`config.mk`:
```
export PLATFORM = sky130hd
export DESIGN_NAME = fp32_multi_flat
export DESIGN_NICKNAME = d
export VERILOG_FILES = /design/src/rtl/fp32_pkg.sv /design/src/rtl/fp32_multi_if.sv /design/src/rtl/fp32_round_norm.sv /design/src/rtl/fp32_multi.sv /design/src/flat_wrapper.sv
export SDC_FILE = /design/constraint.sdc
export NUM_CORES = 2
export LEC_CHECK = 0
export BUFFER_PORTS_ARGS = -buffer_cell sky130_fd_sc_hd__buf_2
export CAP_MARGIN = 25
export CORE_UTILIZATION = 30
export DETAILED_ROUTE_END_ITERATION = 10
export PLACE_DENSITY = 0.52
export SLEW_MARGIN = 20
export SYNTH_ARGS = -nofsm -noshare
export SYNTH_HDL_FRONTEND = slang
export SYNTH_SLANG_ARGS = --single-unit
```
`constraint.sdc`:
```
create_clock -name clk -period 12.94 [get_ports clk]
set_input_delay 0 -clock clk [delete_from_list [all_inputs] [get_ports clk]]
set_output_delay 0 -clock clk [all_outputs]
set_load 0.005 [all_outputs]
```
`src/rtl/fp32_pkg.sv`:
```
// ---------------------------------------------------------------------------
// fp32_pkg
// Shared binary32 types and constants for the MUL functional unit.
//   fp32_t     : packed {sign, exp[7:0], frac[22:0]}
//   fp_flags_t : packed {nv, of, uf, nx} = {invalid, overflow, underflow, inexact}
// ---------------------------------------------------------------------------
package fp32_pkg;

   localparam int          BIAS    = 127;
   localparam int          EXP_MAX = 255;
   localparam logic [31:0] QNAN    = 32'h7FC0_0000;
   localparam logic [31:0] POS_INF = 32'h7F80_0000;

   typedef struct packed {
      logic        sign;
      logic [7:0]  exp;
      logic [22:0] frac;
   } fp32_t;

   typedef struct packed {
      logic nv;
      logic of;
      logic uf;
      logic nx;
   } fp_flags_t;

endpackage

```
`src/rtl/fp32_multi_if.sv`:
```
// ---------------------------------------------------------------------------
// fp32_multi_if
// Operand/result bundle of the binary32 multiplier.
//   a, b     : operands                (master -> slave)
//   op       : combinational product   (slave -> master)
//   op_q     : registered product      (slave -> master)
//   flags_q  : registered {nv,of,uf,nx} (slave -> master)
// ---------------------------------------------------------------------------
interface fp32_multi_if;
   logic [31:0] a;
   logic [31:0] b;
   logic [31:0] op;
   logic [31:0] op_q;
   logic [3:0]  flags_q;

   modport master (output a, b, input  op, op_q, flags_q);
   modport slave  (input  a, b, output op, op_q, flags_q);
endinterface

```
`src/rtl/fp32_round_norm.sv`:
```
// ---------------------------------------------------------------------------
// fp32_round_norm
// Normalises a 48b significand product, rounds to nearest-even and resolves
// overflow/underflow into a packed binary32 result plus flags.
//   sign_i  : result sign
//   prod_i  : 24b x 24b significand product (nonzero)
//   exp_i   : ea + eb - bias, signed 10b
//   res_o   : rounded result
//   flags_o : {nv(always 0), of, uf, nx}
// FP32_MULTI_SUBNORMAL_EN: when defined, tiny results are denormalised and
// rounded; otherwise they flush to signed zero.
// ---------------------------------------------------------------------------
module fp32_round_norm
   import fp32_pkg::*;
(
   input  logic               sign_i,
   input  logic [47:0]        prod_i,
   input  logic signed [9:0]  exp_i,
   output fp32_t              res_o,
   output fp_flags_t          flags_o
);

   logic [5:0]         lz;
   logic [47:0]        norm;
   logic [47:0]        shifted;
   logic signed [9:0]  exp_n;
   logic signed [9:0]  exp_f;
   logic               tiny;
   logic               sticky_x;
   logic [23:0]        mant;
   logic               guard, rnd, sticky, inexact, inc;
   logic [24:0]        mant_r;
   logic [22:0]        frac_n;
`ifdef FP32_MULTI_SUBNORMAL_EN
   logic signed [9:0]  sh_full;
   logic [5:0]         shamt;
   logic [47:0]        mask;
`endif

   always_comb begin
      lz = '0;
      for (int i = 0; i < 48; i++) begin
         if (prod_i[i]) lz = 6'(47 - i);
      end
      // leading one moved to bit 47; the binary point sits after bit 46,
      // so the exponent gains one and loses the shift distance
      norm     = prod_i << lz;
      exp_n    = exp_i + 10'sd1 - $signed({4'b0, lz});
      tiny     = (exp_n < 10'sd1);
      shifted  = norm;
      sticky_x = 1'b0;
`ifdef FP32_MULTI_SUBNORMAL_EN
      sh_full = 10'sd1 - exp_n;
      shamt   = '0;
      mask    = '0;
      if (tiny) begin
         shamt    = (sh_full > 10'sd48) ? 6'd48 : sh_full[5:0];
         shifted  = norm >> shamt;
         mask     = (48'd1 << shamt) - 48'd1;
         sticky_x = |(norm & mask);
      end
`endif
      mant    = shifted[47:24];
      guard   = shifted[23];
      rnd     = shifted[22];
      sticky  = (|shifted[21:0]) | sticky_x;
      inexact = guard | rnd | sticky;
      inc     = guard & (rnd | sticky | mant[0]);
      mant_r  = {1'b0, mant} + 25'(inc);
      // rounding carry-out: mantissa becomes 1.000.., exponent steps up
      frac_n  = mant_r[24] ? mant_r[23:1] : mant_r[22:0];
      exp_f   = mant_r[24] ? exp_n + 10'sd1 : exp_n;

      res_o      = '0;
      flags_o    = '0;
      res_o.sign = sign_i;
      if (tiny) begin
`ifdef FP32_MULTI_SUBNORMAL_EN
         // a carry into bit 23 lands exactly on the min-normal encoding
         res_o.exp  = {7'b0, mant_r[23]};
         res_o.frac = mant_r[22:0];
         flags_o.uf = inexact;
         flags_o.nx = inexact;
`else
         flags_o.uf = 1'b1;
         flags_o.nx = 1'b1;
`endif
      end else if (exp_f >= 10'(EXP_MAX)) begin
         res_o      = POS_INF | {sign_i, 31'b0};
         flags_o.of = 1'b1;
         flags_o.nx = 1'b1;
      end else begin
         res_o.exp  = exp_f[7:0];
         res_o.frac = frac_n;
         flags_o.nx = inexact;
      end
   end

endmodule

```
`src/rtl/fp32_multi.sv`:
```
// ---------------------------------------------------------------------------
// fp32_multi
// IEEE-754 binary32 multiplier (MUL unit): combinational product plus a
// registered copy with exception flags.
//   clk    : clock, rising edge
//   rst_n  : asynchronous active-low reset (clears op_q/flags_q only)
//   bus    : fp32_multi_if.slave -- a, b in; op, op_q, flags_q out
// FP32_MULTI_SUBNORMAL_EN: when defined, subnormal operands are honoured
// (hidden bit 0, exponent 1); otherwise they are read as signed zero.
// ---------------------------------------------------------------------------
module fp32_multi
   import fp32_pkg::*;
(
   input  logic         clk,
   input  logic         rst_n,
   fp32_multi_if.slave  bus
);

   fp32_t             a, b;
   logic              sign;
   logic              a_nan, b_nan, a_snan, b_snan;
   logic              a_inf, b_inf, a_zero, b_zero;
   logic [23:0]       ma, mb;
   logic [7:0]        ea, eb;
   logic [47:0]       prod;
   logic signed [9:0] exp_sum;
   fp32_t             rn_res, res;
   fp_flags_t         rn_flags, flg;
   logic [31:0]       op_reg_d, op_reg_q;
   fp_flags_t         flags_reg_d, flags_reg_q;

   assign a = bus.a;
   assign b = bus.b;

   always_comb begin
      sign   = a.sign ^ b.sign;
      a_nan  = (a.exp == 8'hFF) && (a.frac != '0);
      b_nan  = (b.exp == 8'hFF) && (b.frac != '0);
      a_snan = a_nan && !a.frac[22];
      b_snan = b_nan && !b.frac[22];
      a_inf  = (a.exp == 8'hFF) && (a.frac == '0);
      b_inf  = (b.exp == 8'hFF) && (b.frac == '0);
`ifdef FP32_MULTI_SUBNORMAL_EN
      a_zero = (a.exp == '0) && (a.frac == '0);
      b_zero = (b.exp == '0) && (b.frac == '0);
      ma     = {(a.exp != '0), a.frac};
      mb     = {(b.exp != '0), b.frac};
      ea     = (a.exp == '0) ? 8'd1 : a.exp;
      eb     = (b.exp == '0) ? 8'd1 : b.exp;
`else
      a_zero = (a.exp == '0);
      b_zero = (b.exp == '0);
      ma     = {1'b1, a.frac};
      mb     = {1'b1, b.frac};
      ea     = a.exp;
      eb     = b.exp;
`endif
      prod    = {24'b0, ma} * {24'b0, mb};
      exp_sum = $signed({2'b0, ea}) + $signed({2'b0, eb}) - $signed(10'(BIAS));
   end

   fp32_round_norm u_round_norm (
      .sign_i  (sign),
      .prod_i  (prod),
      .exp_i   (exp_sum),
      .res_o   (rn_res),
      .flags_o (rn_flags)
   );

   always_comb begin
      res = rn_res;
      flg = rn_flags;
      if (a_nan || b_nan) begin
         res    = QNAN;
         flg    = '0;
         flg.nv = a_snan | b_snan;
      end else if ((a_inf && b_zero) || (b_inf && a_zero)) begin
         res    = QNAN;
         flg    = '0;
         flg.nv = 1'b1;
      end else if (a_inf || b_inf) begin
         res = POS_INF | {sign, 31'b0};
         flg = '0;
      end else if (a_zero || b_zero) begin
         res = {sign, 31'b0};
         flg = '0;
      end
      op_reg_d    = res;
      flags_reg_d = flg;
   end

   always_ff @(posedge clk or negedge rst_n) begin
      if (!rst_n) begin
         op_reg_q    <= '0;
         flags_reg_q <= '0;
      end else begin
         op_reg_q    <= op_reg_d;
         flags_reg_q <= flags_reg_d;
      end
   end

   assign bus.op      = res;
   assign bus.op_q    = op_reg_q;
   assign bus.flags_q = flags_reg_q;

endmodule

```
`src/flat_wrapper.sv`:
```
// flat-port wrapper written by rule: the top's interface ports become plain ports
module fp32_multi_flat import fp32_pkg::*;
  (clk, rst_n, bus_a, bus_b, bus_op, bus_op_q, bus_flags_q);
  fp32_multi_if bus_i ();
  input  logic clk;
  input  logic rst_n;
  input wire logic [$bits(bus_i.a)-1:0] bus_a;
  input wire logic [$bits(bus_i.b)-1:0] bus_b;
  output wire logic [$bits(bus_i.op)-1:0] bus_op;
  output wire logic [$bits(bus_i.op_q)-1:0] bus_op_q;
  output wire logic [$bits(bus_i.flags_q)-1:0] bus_flags_q;
  assign bus_i.a = bus_a;
  assign bus_i.b = bus_b;
  assign bus_op = bus_i.op;
  assign bus_op_q = bus_i.op_q;
  assign bus_flags_q = bus_i.flags_q;
  fp32_multi u_core (.clk(clk), .rst_n(rst_n), .bus(bus_i));
endmodule
```
==> impl_metrics.toml <==
[global_route]
grt.total_usage_pct = 20.0
top_usage_layer = "met2"
use_met1_pct = 29.0
grt_pass1_vias = 24620
grt_pass1_wl_um = 148000
grt_max_degree = 56
antenna_found_initial = 0
met2_usage_pct = 32.9
gr-total-overflow = 0
use_met3_pct = 1.35

[setup_path]
crit_path_end_kind = "primary output"
start_kind = "input port"
worstPathRequired_ns = 12.94
cpMostUsedCell = "fa_1"
arrival_ns = 12.16
slowest_delay_ns = 0.67
cpMaxStageDelayCell = "a2111oi_4"
cp_max_fo = 31
worstSetupPathType = "in -> out"

[yosys]
synth.ff_latch_count = 36
ys.flop_type = "dfrtp_1"
async_flop_share_pct = 100
ys_types = 121
synth_top_area_share_pct = 34.8
ys_seq_area_share_pct = 3.23
synth_warnings = 0
yosysTopAreaCell = "fa_1"
synth_area_leaders = "fa_1 35%, and2_1 11%, ha_1 8.9%"
synth_edf_count = 0
avgSynthCellArea_um2 = 8.29
synthesis.instances = 3358
syn_nets = 4105
synth_area_mm2 = 0.0278

[timing]
rsz0062_at_grt = "false"
setup_viol = 0
tightest_slew_ns = 1.02
period_share_pct = 94.0
fmax_mhz = 82.2
drv_slew = 0
setup_tns_ns = 0
max_slew_margin_pct = 31.4
hold_viol_final = 0
layout_min_cycle_time_ns = 12.16

[route]
first_pass_iters = 6
vias = 23979
drt-total-wl_um = 92600
drc = 0
wl_per_cell_um = 20.1
viasPerCell = 5.21
ant_nets = 0
first_iter_violations = 1670

[placed_design]
dp_hpwl_um = 74400
gp_congestion = 0.966
io_buffers = 133

[job]
max_cap_viol_count = 0

[cts]
cts_buffer_depth = 2
cts-root-buf = "clkbuf_16"
cts_tree = "built"
clk_pin_slew_ns = 0.05
cts_made_buffers = 5
clock-sinks = 36
htreeDepth = 2

[die]
io-pin-count = 134
fp.dieW_um = 307
initial_core_util_pct = 30.3
die-area_mm2 = 0.0941
coreArea_mm2 = 0.0918
die_h_um = 307
num_rows = 111

[finish]
diodes = 0
drive_above_1_share_pct = 8.42
nets = 4108
most-common-layout-cells = "586 x inv_1, 484 x fa_1, 479 x and2_1, 203 x nand2_1, 197 x ha_1"
final_common_cell = "inv_1"
area_growth_pct = 6.70

[status]
status = "complete, no violations"

[worst_hold_path]
hp-class = "in -> async"
-- timing repair --
item                                    4_1_cts  5_1_grt
endpoints found under the setup margin        0       42
hold buffers                                  3        0
gates resized for setup                       0        4
buffers inserted                              0        2
endpoints found under the hold margin        37        0
-- through the flow --
stage	setup slack [ns]	std cells	hold WS [ns]	cell area (um2)	utilization, %
after floorplan	2.19	3358	-0.296	27800	-
after global placement	0.640	4591	0.131	29500	32.1
after detailed placement	0.525	4591	0.128	29500	32.1
after CTS	0.506	4602	0.369	29700	32.3
after global routing	0.0957	4605	0.431	29700	32.4
final	0.779	4605	0.354	29700	32.4
-- sequential cells by signal, indices dropped and copies added, names as in the netlist --
name                flops
u_core.bus.op_q        32
u_core.bus.flags_q      4
-- layout make-up --
class / instances / area (um2)
Fill cell: 9796 / 62100
Multi-Input combinational cell: 2551 / 23900
Inverter: 592 / 2220
Tap cell: 1243 / 1560
Timing Repair Buffer: 175 / 988
Sequential cell: 36 / 901
Clock buffer: 5 / 125
Clock inverter: 3 / 42.5
-- kinds of logic after synthesis --
logic type / count (synthesis) / share of synthesized area [%]
AO/OA/AOI/OAI: 627 / 15.8
multiplexers: 35 / 1.33
AND/OR/NAND/NOR: 1144 / 22.9
XOR/XNOR: 63 / 1.98
buffers and inverters: 772 / 11.1
adder cells (fa/ha/maj): 681 / 43.6
flip-flops: 36 / 3.23
-- critical path, delay by kind of cell --
kind / cells / cell delay, ns
adder cells (fa/ha/maj): 9 / 3.97
XOR/XNOR: 1 / 0.18
buffers and inverters: 8 / 1.78
AND/OR/NAND/NOR: 12 / 3.13
AO/OA/AOI/OAI: 9 / 2.43
multiplexers: 2 / 0.59
-- synthesized netlist by cell type, drive strengths merged, types with 36 or more instances --
cell,instances
nand2,209
o211ai,45
nand3,76
nor2,140
nor3,69
o21ai,120
xnor2,38
clkbuf,109
and2,480
a21o,43
inv,590
ha,197
dfrtp,36
buf,71
fa,484
a211oi,44
a21oi,147
-- path summary, 6_finish.rpt --
path	start	to	slack [ns]	depth (start not counted)
worst max-delay path	bus_b[5]	bus_op[30]	0.78	41
worst min-delay path	rst_n	u_core.bus.op_q[26]$_DFF_PN0_	0.35	2
max in group asynchronous	rst_n	u_core.bus.op_q[21]$_DFF_PN0_	12.09	2
min in group clk	bus_b[26]	u_core.bus.flags_q[2]$_DFF_PN0_	0.46	5
-- metal layers --
| layer | wire length [um] | part of all wire, % | up-vias |
|---|---|---|---|
| met5 | 0 | 0 | - |
| met4 | 1700 | 1.8 | 0 |
| met3 | 4650 | 5.0 | 95 |
| met2 | 43200 | 47 | 752 |
| met1 | 43000 | 46 | 12143 |
| li1 | - | - | 10989 |
Power is left out: the tool's default activity adds up to more than one toggle a clock period on the data nets, which glitch-free logic cannot reach.
